`src/rtl/update_kl_if.sv`:
```
// Candidate-stack push channel: one survivor candidate per valid/ready transfer.
// Producer holds valid and all fields stable until the consumer returns ready.
interface update_kl_if #(
  parameter int W = 8
);
  logic         push_valid;
  logic         push_ready;
  logic [4:0]   push_position;
  logic [11:0]  push_addr;
  logic [W-1:0] push_i;
  logic [W-1:0] push_z;
  logic [W-1:0] push_k;
  logic [W-1:0] push_l;

  modport master (
    output push_valid, push_position, push_addr, push_i, push_z, push_k, push_l,
    input  push_ready
  );

  modport slave (
    input  push_valid, push_position, push_addr, push_i, push_z, push_k, push_l,
    output push_ready
  );
endinterface

```
`src/rtl/update_kl.sv`:
```
// Interval/counter update and classification of one candidate; enable-to-done 3 cycles (discard/hit), 4 (push).
// Backpressure: push held in PUSH until push_ready, one extra cycle per stalled cycle; new enables ignored while busy.
module update_kl #(
  parameter logic [2:0] EN_CODE = 3'b101,
  parameter int         W       = 8
) (
  input  logic          clk,
  input  logic          rst_n,
  input  logic [2:0]    en_update_kl,
  input  logic [4:0]    position,
  input  logic [11:0]   addr,
  input  logic [W-1:0]  i_in,
  input  logic [W-1:0]  z_in,
  input  logic [W-1:0]  k_in,
  input  logic [W-1:0]  l_in,
  input  logic [W-1:0]  c_base,
  input  logic [W-1:0]  occ_k,
  input  logic [W-1:0]  occ_l,
  update_kl_if.master   push,
  output logic          hit_valid,
  output logic [W-1:0]  hit_k,
  output logic [W-1:0]  hit_l,
  output logic          stop_seen,
  output logic          done,
  output logic          busy
);

  localparam logic [4:0] POS_A_MATCH = 5'd1;
  localparam logic [4:0] POS_T_MATCH = 5'd4;
  localparam logic [4:0] POS_A_SNP   = 5'd5;
  localparam logic [4:0] POS_T_SNP   = 5'd8;
  localparam logic [4:0] POS_A_DEL   = 5'd9;
  localparam logic [4:0] POS_T_DEL   = 5'd12;
  localparam logic [4:0] POS_A_INS   = 5'd13;
  localparam logic [4:0] POS_T_INS   = 5'd16;
  localparam logic [4:0] POS_STOP_1  = 5'd17;
  localparam logic [4:0] POS_STOP_2  = 5'd18;

  localparam logic [W+1:0] ONE_X = (W+2)'(1);
  localparam logic [W+1:0] MAX_X = (W+2)'((1 << W) - 1);

  typedef enum logic [2:0] {
    S_IDLE, S_CALC, S_CHECK, S_PUSH, S_RETIRE
  } state_t;

  typedef enum logic [2:0] {
    CL_NONE, CL_MATCH, CL_SNP, CL_DEL, CL_INS, CL_STOP
  } cls_t;

  state_t state, state_nxt;
  cls_t   cls;

  logic [4:0]   cap_pos;
  logic [11:0]  cap_addr;
  logic [W-1:0] cap_i, cap_z, cap_k, cap_l, cap_c, cap_ok, cap_ol;

  logic [W-1:0] calc_i;
  logic [W+1:0] calc_z, calc_k, calc_l;
  logic         calc_discard, calc_hit;

  logic         dec_i, dec_z;
  logic [W-1:0] i_new;
  logic [W+1:0] z_ext, z_new, sum_k, sum_l, k_new, l_new;
  logic         reject;

  logic         pv_q, pv_nxt;
  logic [4:0]   ppos_q, ppos_nxt;
  logic [11:0]  paddr_q, paddr_nxt;
  logic [W-1:0] pi_q, pi_nxt, pz_q, pz_nxt, pk_q, pk_nxt, pl_q, pl_nxt;
  logic         hit_valid_nxt, stop_seen_nxt, done_nxt;
  logic [W-1:0] hit_k_nxt, hit_l_nxt;

  always_comb begin
    cls = CL_NONE;
    if (cap_pos >= POS_A_MATCH && cap_pos <= POS_T_MATCH)    cls = CL_MATCH;
    else if (cap_pos >= POS_A_SNP && cap_pos <= POS_T_SNP)   cls = CL_SNP;
    else if (cap_pos >= POS_A_DEL && cap_pos <= POS_T_DEL)   cls = CL_DEL;
    else if (cap_pos >= POS_A_INS && cap_pos <= POS_T_INS)   cls = CL_INS;
    else if (cap_pos == POS_STOP_1 || cap_pos == POS_STOP_2) cls = CL_STOP;
  end

  // Two guard bits let C+Occ overflow past 2^W and z go negative without wrapping.
  always_comb begin
    dec_i = (cls == CL_MATCH) || (cls == CL_SNP) || (cls == CL_INS);
    dec_z = (cls == CL_SNP) || (cls == CL_DEL) || (cls == CL_INS);
    i_new = dec_i ? (cap_i - W'(1)) : cap_i;
    z_ext = {{2{cap_z[W-1]}}, cap_z};
    z_new = dec_z ? (z_ext - ONE_X) : z_ext;
    sum_k = {2'b00, cap_c} + {2'b00, cap_ok} + ONE_X;
    sum_l = {2'b00, cap_c} + {2'b00, cap_ol};
    k_new = (cls == CL_INS) ? {2'b00, cap_k} : sum_k;
    l_new = (cls == CL_INS) ? {2'b00, cap_l} : sum_l;
  end

  always_comb begin
    reject = calc_discard
           || ($signed(calc_z) < $signed((W+2)'(0)))
           || (calc_k > calc_l)
           || (calc_k > MAX_X)
           || (calc_l > MAX_X);
  end

  always_ff @(posedge clk) begin
    if (!rst_n) begin
      cap_pos      <= '0;
      cap_addr     <= '0;
      cap_i        <= '0;
      cap_z        <= '0;
      cap_k        <= '0;
      cap_l        <= '0;
      cap_c        <= '0;
      cap_ok       <= '0;
      cap_ol       <= '0;
      calc_i       <= '0;
      calc_z       <= '0;
      calc_k       <= '0;
      calc_l       <= '0;
      calc_discard <= 1'b0;
      calc_hit     <= 1'b0;
    end else begin
      if (state == S_IDLE && en_update_kl == EN_CODE) begin
        cap_pos  <= position;
        cap_addr <= addr;
        cap_i    <= i_in;
        cap_z    <= z_in;
        cap_k    <= k_in;
        cap_l    <= l_in;
        cap_c    <= c_base;
        cap_ok   <= occ_k;
        cap_ol   <= occ_l;
      end
      if (state == S_CALC) begin
        calc_i       <= i_new;
        calc_z       <= z_new;
        calc_k       <= k_new;
        calc_l       <= l_new;
        calc_discard <= (cls == CL_NONE) || (cls == CL_STOP);
        calc_hit     <= dec_i && (cap_i == '0);
      end
    end
  end

  always_comb begin
    state_nxt     = state;
    pv_nxt        = pv_q;
    ppos_nxt      = ppos_q;
    paddr_nxt     = paddr_q;
    pi_nxt        = pi_q;
    pz_nxt        = pz_q;
    pk_nxt        = pk_q;
    pl_nxt        = pl_q;
    hit_k_nxt     = hit_k;
    hit_l_nxt     = hit_l;
    hit_valid_nxt = 1'b0;
    stop_seen_nxt = 1'b0;
    done_nxt      = 1'b0;
    case (state)
      S_IDLE: begin
        if (en_update_kl == EN_CODE) state_nxt = S_CALC;
      end
      S_CALC: begin
        stop_seen_nxt = (cls == CL_STOP);
        state_nxt     = S_CHECK;
      end
      S_CHECK: begin
        if (reject) begin
          state_nxt = S_RETIRE;
        end else if (calc_hit) begin
          hit_valid_nxt = 1'b1;
          hit_k_nxt     = calc_k[W-1:0];
          hit_l_nxt     = calc_l[W-1:0];
          state_nxt     = S_RETIRE;
        end else begin
          pv_nxt    = 1'b1;
          ppos_nxt  = cap_pos;
          paddr_nxt = cap_addr;
          pi_nxt    = calc_i;
          pz_nxt    = calc_z[W-1:0];
          pk_nxt    = calc_k[W-1:0];
          pl_nxt    = calc_l[W-1:0];
          state_nxt = S_PUSH;
        end
      end
      S_PUSH: begin
        if (push.push_ready) begin
          pv_nxt    = 1'b0;
          state_nxt = S_RETIRE;
        end
      end
      S_RETIRE: begin
        done_nxt  = 1'b1;
        state_nxt = S_IDLE;
      end
      default: state_nxt = S_IDLE;
    endcase
  end

  always_ff @(posedge clk) begin
    if (!rst_n) begin
      state     <= S_IDLE;
      pv_q      <= 1'b0;
      ppos_q    <= '0;
      paddr_q   <= '0;
      pi_q      <= '0;
      pz_q      <= '0;
      pk_q      <= '0;
      pl_q      <= '0;
      hit_valid <= 1'b0;
      hit_k     <= '0;
      hit_l     <= '0;
      stop_seen <= 1'b0;
      done      <= 1'b0;
    end else begin
      state     <= state_nxt;
      pv_q      <= pv_nxt;
      ppos_q    <= ppos_nxt;
      paddr_q   <= paddr_nxt;
      pi_q      <= pi_nxt;
      pz_q      <= pz_nxt;
      pk_q      <= pk_nxt;
      pl_q      <= pl_nxt;
      hit_valid <= hit_valid_nxt;
      hit_k     <= hit_k_nxt;
      hit_l     <= hit_l_nxt;
      stop_seen <= stop_seen_nxt;
      done      <= done_nxt;
    end
  end

  assign busy               = (state != S_IDLE);
  assign push.push_valid    = pv_q;
  assign push.push_position = ppos_q;
  assign push.push_addr     = paddr_q;
  assign push.push_i        = pi_q;
  assign push.push_z        = pz_q;
  assign push.push_k        = pk_q;
  assign push.push_l        = pl_q;

endmodule

```
`src/flat_wrapper.sv`:
```
// flat-port wrapper written by rule: the top's interface ports become plain ports
module update_kl_flat 
#(
  parameter logic [2:0] EN_CODE = 3'b101,
  parameter int         W       = 8
)
  (clk, rst_n, en_update_kl, position, addr, i_in, z_in, k_in, l_in, c_base, occ_k, occ_l, hit_valid, hit_k, hit_l, stop_seen, done, busy, push_push_valid, push_push_position, push_push_addr, push_push_i, push_push_z, push_push_k, push_push_l, push_push_ready);
  update_kl_if #(.W(W)) push_i ();
  input  logic clk;
  input  logic rst_n;
  input  logic [2:0] en_update_kl;
  input  logic [4:0] position;
  input  logic [11:0] addr;
  input  logic [W-1:0] i_in;
  input  logic [W-1:0] z_in;
  input  logic [W-1:0] k_in;
  input  logic [W-1:0] l_in;
  input  logic [W-1:0] c_base;
  input  logic [W-1:0] occ_k;
  input  logic [W-1:0] occ_l;
  output logic hit_valid;
  output logic [W-1:0] hit_k;
  output logic [W-1:0] hit_l;
  output logic stop_seen;
  output logic done;
  output logic busy;
  output wire logic [$bits(push_i.push_valid)-1:0] push_push_valid;
  output wire logic [$bits(push_i.push_position)-1:0] push_push_position;
  output wire logic [$bits(push_i.push_addr)-1:0] push_push_addr;
  output wire logic [$bits(push_i.push_i)-1:0] push_push_i;
  output wire logic [$bits(push_i.push_z)-1:0] push_push_z;
  output wire logic [$bits(push_i.push_k)-1:0] push_push_k;
  output wire logic [$bits(push_i.push_l)-1:0] push_push_l;
  input wire logic [$bits(push_i.push_ready)-1:0] push_push_ready;
  assign push_push_valid = push_i.push_valid;
  assign push_push_position = push_i.push_position;
  assign push_push_addr = push_i.push_addr;
  assign push_push_i = push_i.push_i;
  assign push_push_z = push_i.push_z;
  assign push_push_k = push_i.push_k;
  assign push_push_l = push_i.push_l;
  assign push_i.push_ready = push_push_ready;
  update_kl #(.EN_CODE(EN_CODE), .W(W)) u_core (.clk(clk), .rst_n(rst_n), .en_update_kl(en_update_kl), .position(position), .addr(addr), .i_in(i_in), .z_in(z_in), .k_in(k_in), .l_in(l_in), .c_base(c_base), .occ_k(occ_k), .occ_l(occ_l), .push(push_i), .hit_valid(hit_valid), .hit_k(hit_k), .hit_l(hit_l), .stop_seen(stop_seen), .done(done), .busy(busy));
endmodule
```
`config.mk`:
```
export PLATFORM = sky130hd
export DESIGN_NAME = update_kl_flat
export DESIGN_NICKNAME = d
export VERILOG_FILES = /design/src/rtl/update_kl_if.sv /design/src/rtl/update_kl.sv /design/src/flat_wrapper.sv
export SDC_FILE = /design/constraint.sdc
export NUM_CORES = 1
export LEC_CHECK = 0
export CORE_ASPECT_RATIO = 0.9
export CORE_MARGIN = 4
export CORE_UTILIZATION = 52
export DETAILED_ROUTE_END_ITERATION = 6
export GPL_TIMING_DRIVEN = 0
export HOLD_SLACK_MARGIN = 0.03
export PLACE_DENSITY = 0.78
export SLEW_MARGIN = 25
export SYNTH_ARGS = -nofsm -noshare
export SYNTH_HDL_FRONTEND = slang
export SYNTH_SLANG_ARGS = --single-unit
```
`constraint.sdc`:
```
create_clock -name clk -period 3 [get_ports clk]
set_clock_uncertainty 0.05 [all_clocks]
set_input_delay 0.6 -clock clk [delete_from_list [all_inputs] [get_ports clk]]
set_output_delay 0.6 -clock clk [all_outputs]
set_load 0.03 [all_outputs]
```
# Yosys cells after proc, flatten, opt, wreduce, memory -nomap -nowiden
# Cells that the tools add are included.
[totals] mem_bits_rw=0 n_memories=0 word_cells=112 latch_bits=0 in_bits=79 rom_bits=0 regBits=185
[op_classes] reduce_logical=27 n_addsub=5 div=0 n_eq_ne=16 n_lt_le_gt_ge=12 multipliers=0 shifts=0 muxes=20 bitwise_logic=4
[ops] cell="10-bit 2-to-1 mux" n=3
[ops] cell="3-bit 2-to-1 mux" n=9
[ops] cell="10-bit by 8-bit > comparator with 1-bit output, second input constant" n=2
[ops] cell="8-bit by 8-bit adder with 9-bit output" n=2
[ops] cell="3-bit by 2-bit == test with 1-bit output, second input constant" n=4
[ops] cell="3-bit == test, second input constant" n=4
[ops] cell="3-bit case mux with 4 select lines" n=1
[ops] cell="10-bit by 1-bit adder with 10-bit output, second input constant" n=1
[ops] cell="5-bit == test, second input constant" n=2
[ops] cell="5-bit by 4-bit >= comparator with 1-bit output, second input constant" n=2
[ops] cell="10-bit > comparator" n=1
[ops] cell="5-bit by 4-bit less-or-equal comparator with 1-bit output, second input constant" n=2
[ops] cell="1-bit logical OR" n=10
[ops] cell="10-bit by 1-bit less-than comparator with 1-bit output, second input constant" n=1
[ops] cell="8-bit by 2-bit subtractor with 9-bit output, second input constant" n=1
[ops] cell="8-bit logical NOT" n=1
[ops] cell="8-bit 2-to-1 mux" n=1
[ops] cell="2-bit != test, second input constant" n=4
[ops] cell="8-bit by 1-bit subtractor with 8-bit output, second input constant" n=1
[ops] cell="3-bit by 1-bit == test with 1-bit output, second input constant" n=2
[ops] cell="1-bit logical AND" n=6
[ops] cell="3-bit logical NOT" n=2
[ops] cell="3-bit AND reduction" n=2
[ops] cell="5-bit by 1-bit >= comparator with 1-bit output, second input constant" n=1
[ops] cell="other kinds (11)" n=19

# Longest topological paths before layout
[logic_depth] word_depth=11 mapped_depth=11 mapped_depth_nobuf=11

# Worst setup path before layout
# OpenSTA, ideal clock, no wires.
[synth_path] kind="register to register" from="reg u_core.calc_l[7]" to="reg u_core.hit_k[6]" setup_time_ns=0.128 path_slack_ns=0.431 path_buffers=1 path_stages_with_launch=11 required_time_ns=2.822 arrival_time_ns=2.392 path_cell_list="dfxtp_1 > inv_1 > ha_1 > a21o_1 > a211oi_2 > o211ai_1 > o21a_4 > nor4_4 > buf_6 > mux2i_1 > nor2_1"
[synth_via] elab_chain_cells=6 elab_cells_between_ends=7 cone_classes="2 x order compare; 1 x bitwise; 4 x reduce/logical"
[synth_lines] element="start, declared" line_no="update_kl.sv:58" rtl="logic [W+1:0] calc_z, calc_k, calc_l;"
[synth_lines] element="start signal, assigned" line_no="update_kl.sv:136" rtl="calc_l <= l_new;"
[synth_lines] element="10-bit > comparator" line_no="update_kl.sv:98" rtl="|| (calc_k > calc_l)"
[synth_lines] element="1-bit logical OR" line_no="update_kl.sv:98"
[synth_lines] element="1-bit logical OR" line_no="update_kl.sv:99" rtl="|| (calc_k > MAX_X)"
[synth_lines] element="1-bit logical OR (*)" line_no="update_kl.sv:100" rtl="|| (calc_l > MAX_X);"
[synth_lines] element="1-bit NOT (no source line) (*)"
[synth_lines] element="3-bit AND reduction (no source line) (*)"
[synth_lines] element="end signal, assigned" line_no="update_kl.sv:223" rtl="hit_k <= hit_k_nxt;"
[synth_lines] element="end, declared" line_no="update_kl.sv:21" rtl="output logic [W-1:0] hit_k,"
# Every way passes the cells marked *; elsewhere a longest branch is shown, timed or not.
# A chain may end at the register's enable or synchronous reset.

# Worst setup path in the final report
[layout_path] from="reg u_core.calc_l[7]" to="reg u_core.pl_q[5] (netlist: u_core.push.push_l[5])"
[layout_via] elab_chain_cells=6 elab_cells_between_ends=7 cone_classes="2 x order compare; 1 x bitwise; 4 x reduce/logical"
[layout_lines] element="10-bit > comparator" line_no="update_kl.sv:98"
[layout_lines] element="1-bit logical OR" line_no="update_kl.sv:98"
[layout_lines] element="1-bit logical OR" line_no="update_kl.sv:99"
[layout_lines] element="1-bit logical OR (*)" line_no="update_kl.sv:100"
[layout_lines] element="1-bit NOT (no source line) (*)"
[layout_lines] element="3-bit AND reduction (no source line) (*)"
[layout_lines] element="end signal, assigned" line_no="update_kl.sv:221" rtl="pl_q <= pl_nxt;"
[layout_lines] element="end, declared" line_no="update_kl.sv:69" rtl="logic [W-1:0] pi_q, pi_nxt, pz_q, pz_nxt, pk_q, pk_nxt, pl_q, pl_nxt;"
# Marks and branches as above.

==> impl_metrics.toml <==
[worst_setup_path]
r2r.worst_path.cells = 11
cp-start-kind = "flip-flop"
crit_path_max_fanout = 10
cp-end-kind = "flip-flop"
worst-endpoint-required_ns = 3.31
crit_type = "reg2reg"
critPathArrivalTime_ns = 3.12

[global_route]
track_usage_pct = 25.5
grt_max_degree = 17
grt_pass1_vias = 6832
antenna_found_initial = 0
grt-ovfl-total = 0
grt_pass1_wl_um = 33700

[worst_hold_path]
min_path_type = "reg2reg"
min_path_cells = 2

[timing]
whs_ns = 0.402
maxSlewHeadroom_pct = 56.7
slew_viol_final = 0
final-setup-viol-count = 0
tightestPinTransition_ns = 0.649
fin_crit_ns = 2.81
fmaxAchievable_mhz = 356
finalHoldViolCount = 0
tns_ns = 0
period_share_pct = 93.6

[placed_design]
place_congestion = 0.928
dp.cells = 1319
numPortBuffers = 148
dpl.hpwl_um = 15900

[finish]
multi_input_area_um2 = 3810
final_common_cell = "nand2_1"
regArea_um2 = 3660
area_growth_pct = 29.8
fill_cells = 1247
final_nets = 1253
final_cell_mix = "nand2_1 (278), dfxtp_1 (183), a21oi_1 (158), clkdlybuf4s50_1 (148), clkbuf_1 (56)"
antenna_cells = 0
drive_above_1_share_pct = 4.07
final_cells = 1354

[pwr]
finalPower_mw = 5.18
power.leakage_nw = 3.55
p_per_area_nw_per_um2 = 512
max-vdd-ir-drop_mv = 0.470

[clock_tree]
clkTransAtPathRegs_ns = 0.06
cts_tree = "built"
cts-root-buf = "clkbuf_16"
clock-sinks = 183
clock_path_buffers = 2
cts_hold_buf = 0
cts_inserted_buffers = 17
cts_max_level = 4
clk_latency_ns = 0.44

[die]
die_area_um2 = 17000
placementRows = 42
core-area_um2 = 14700
pin_count = 149
start_util_pct = 53.0
die_h_um = 124
die_w_um = 137

[logic_synthesis]
yosys_warnings = 0
syn_avg_cell_area_um2 = 8.01
syn-num-nets = 1082
ys.flop_type = "dfxtp_1"
syn_inst = 973
syn_area_um2 = 7800
yosysSeqAreaShare_pct = 47.0
synthArstFlopShare_pct = 0
synth_edf_count = 0
synth_cell_types = 53
yosys_register_bits = 183

[detailed_routing]
drt-initial-drc-count = 553
drt-total-wl_um = 21400
drc = 0
wire_per_inst_um = 15.8
antenna_left = 0
vias = 7329
viasPerCell = 5.41
drtPass1Iterations = 6

[status]
outcome = "complete, no violations"

[flow_run]
maxCapViolCount = 0
sequential cells by signal, summed over array words and instances, names as in the netlist, 9 cells and up:
name	flops
u_core.cap_addr	12
u_core.push.push_addr	12
u_core.calc_k	10
u_core.calc_l	9
u_core.calc_z	9
Yosys cell counts (4+ instances only):
cell / instances / area share, %
xor2_1: 12 / 1.3
a21o_1: 4 / 0.39
nor3_1: 11 / 0.71
dfxtp_1: 183 / 47
nor4_1: 11 / 0.88
nor2_1: 45 / 2.2
nand2_1: 278 / 13
a31oi_1: 4 / 0.32
o21ai_0: 23 / 1.5
nand3_1: 13 / 0.83
or3_1: 4 / 0.32
ha_1: 28 / 4.5
nand2b_1: 9 / 0.72
clkbuf_1: 54 / 2.6
mux2i_1: 16 / 2.1
buf_2: 4 / 0.26
nor2b_1: 7 / 0.56
a21oi_1: 158 / 10
a311oi_1: 4 / 0.45
inv_1: 24 / 1.2
xnor2_1: 19 / 2.1
a211oi_1: 7 / 0.67
nand3b_1: 4 / 0.39
o211ai_1: 5 / 0.48
worst max-delay path: stages, from the launching register on:
cell and delay [ns]:
dfxtp_1 0.44, inv_1 0.08, ha_1 0.32, a21o_1 0.17, a211oi_2 0.25, o211ai_1 0.14, o21a_4 0.24, nor2b_2 0.26
buf_4 0.26, buf_2 0.25, nand2_1 0.10, a21oi_1 0.15
worst paths after layout:
kind	slack (ns)	startpoint	to
max	0.19	u_core.calc_l[7]	u_core.push.push_l[5]
min	0.40	u_core.push.push_position[0]	u_core.push.push_position[0]
max reg2reg	0.19	u_core.calc_l[7]	u_core.push.push_l[5]
min reg2reg	0.40	u_core.push.push_position[0]	u_core.push.push_position[0]
through the flow:
step	worst slack [ns]	utilization [%]	instance area (µm²)
final	0.191	68.8	10100
after global routing	-0.00296	68.8	10100
after CTS	0.0143	68.5	10100
after detailed placement	-0.00209	64.7	9530
after global placement	0.0560	64.7	9530
after floorplan	0.431	-	7800
layer usage:
metal  track usage, %  part of all wire [%]  up-vias
met5                0                     0        -
met4             8.29                   1.3        0
met3             4.85                   7.0       31
met2             40.8                    46      268
met1             34.9                    45     3405
li1                 -                     -     3625
cell type report:
| class | count | area share, % |
|---|---|---|
| multi-input cells | 706 | 37.6 |
| flip-flops and latches | 183 | 36.2 |
| repair buffers | 152 | 14.9 |
| clock buffers | 21 | 4.55 |
| well taps | 198 | 2.45 |
| plain buffers | 59 | 2.34 |
| clock inverters | 10 | 0.952 |
| inverters | 25 | 0.927 |
cell families after synthesis:
| logic type | after synthesis | synth area share (%) |
|---|---|---|
| flops | 183 | 47.0 |
| xor+xnor | 31 | 3.48 |
| fa+ha+maj | 30 | 5.01 |
| compound gates | 232 | 16.8 |
| mux | 16 | 2.05 |
| simple gates | 397 | 21.5 |
| buf+inv | 84 | 4.20 |
timing repair:
item	4_1_cts	5_1_grt
hold endpoints to repair	0	0
pin swaps	1	1
buffers inserted	0	4
resized for setup	0	3
endpoints found under the setup margin	2	35
power by group:
group | switching, mW | internal [mW]
clock network | 0.951 | 1.18
registers | 0.0487 | 2.49
logic | 0.283 | 0.228
total | 1.28 | 3.90
Power figures use the tool's default switching activity.
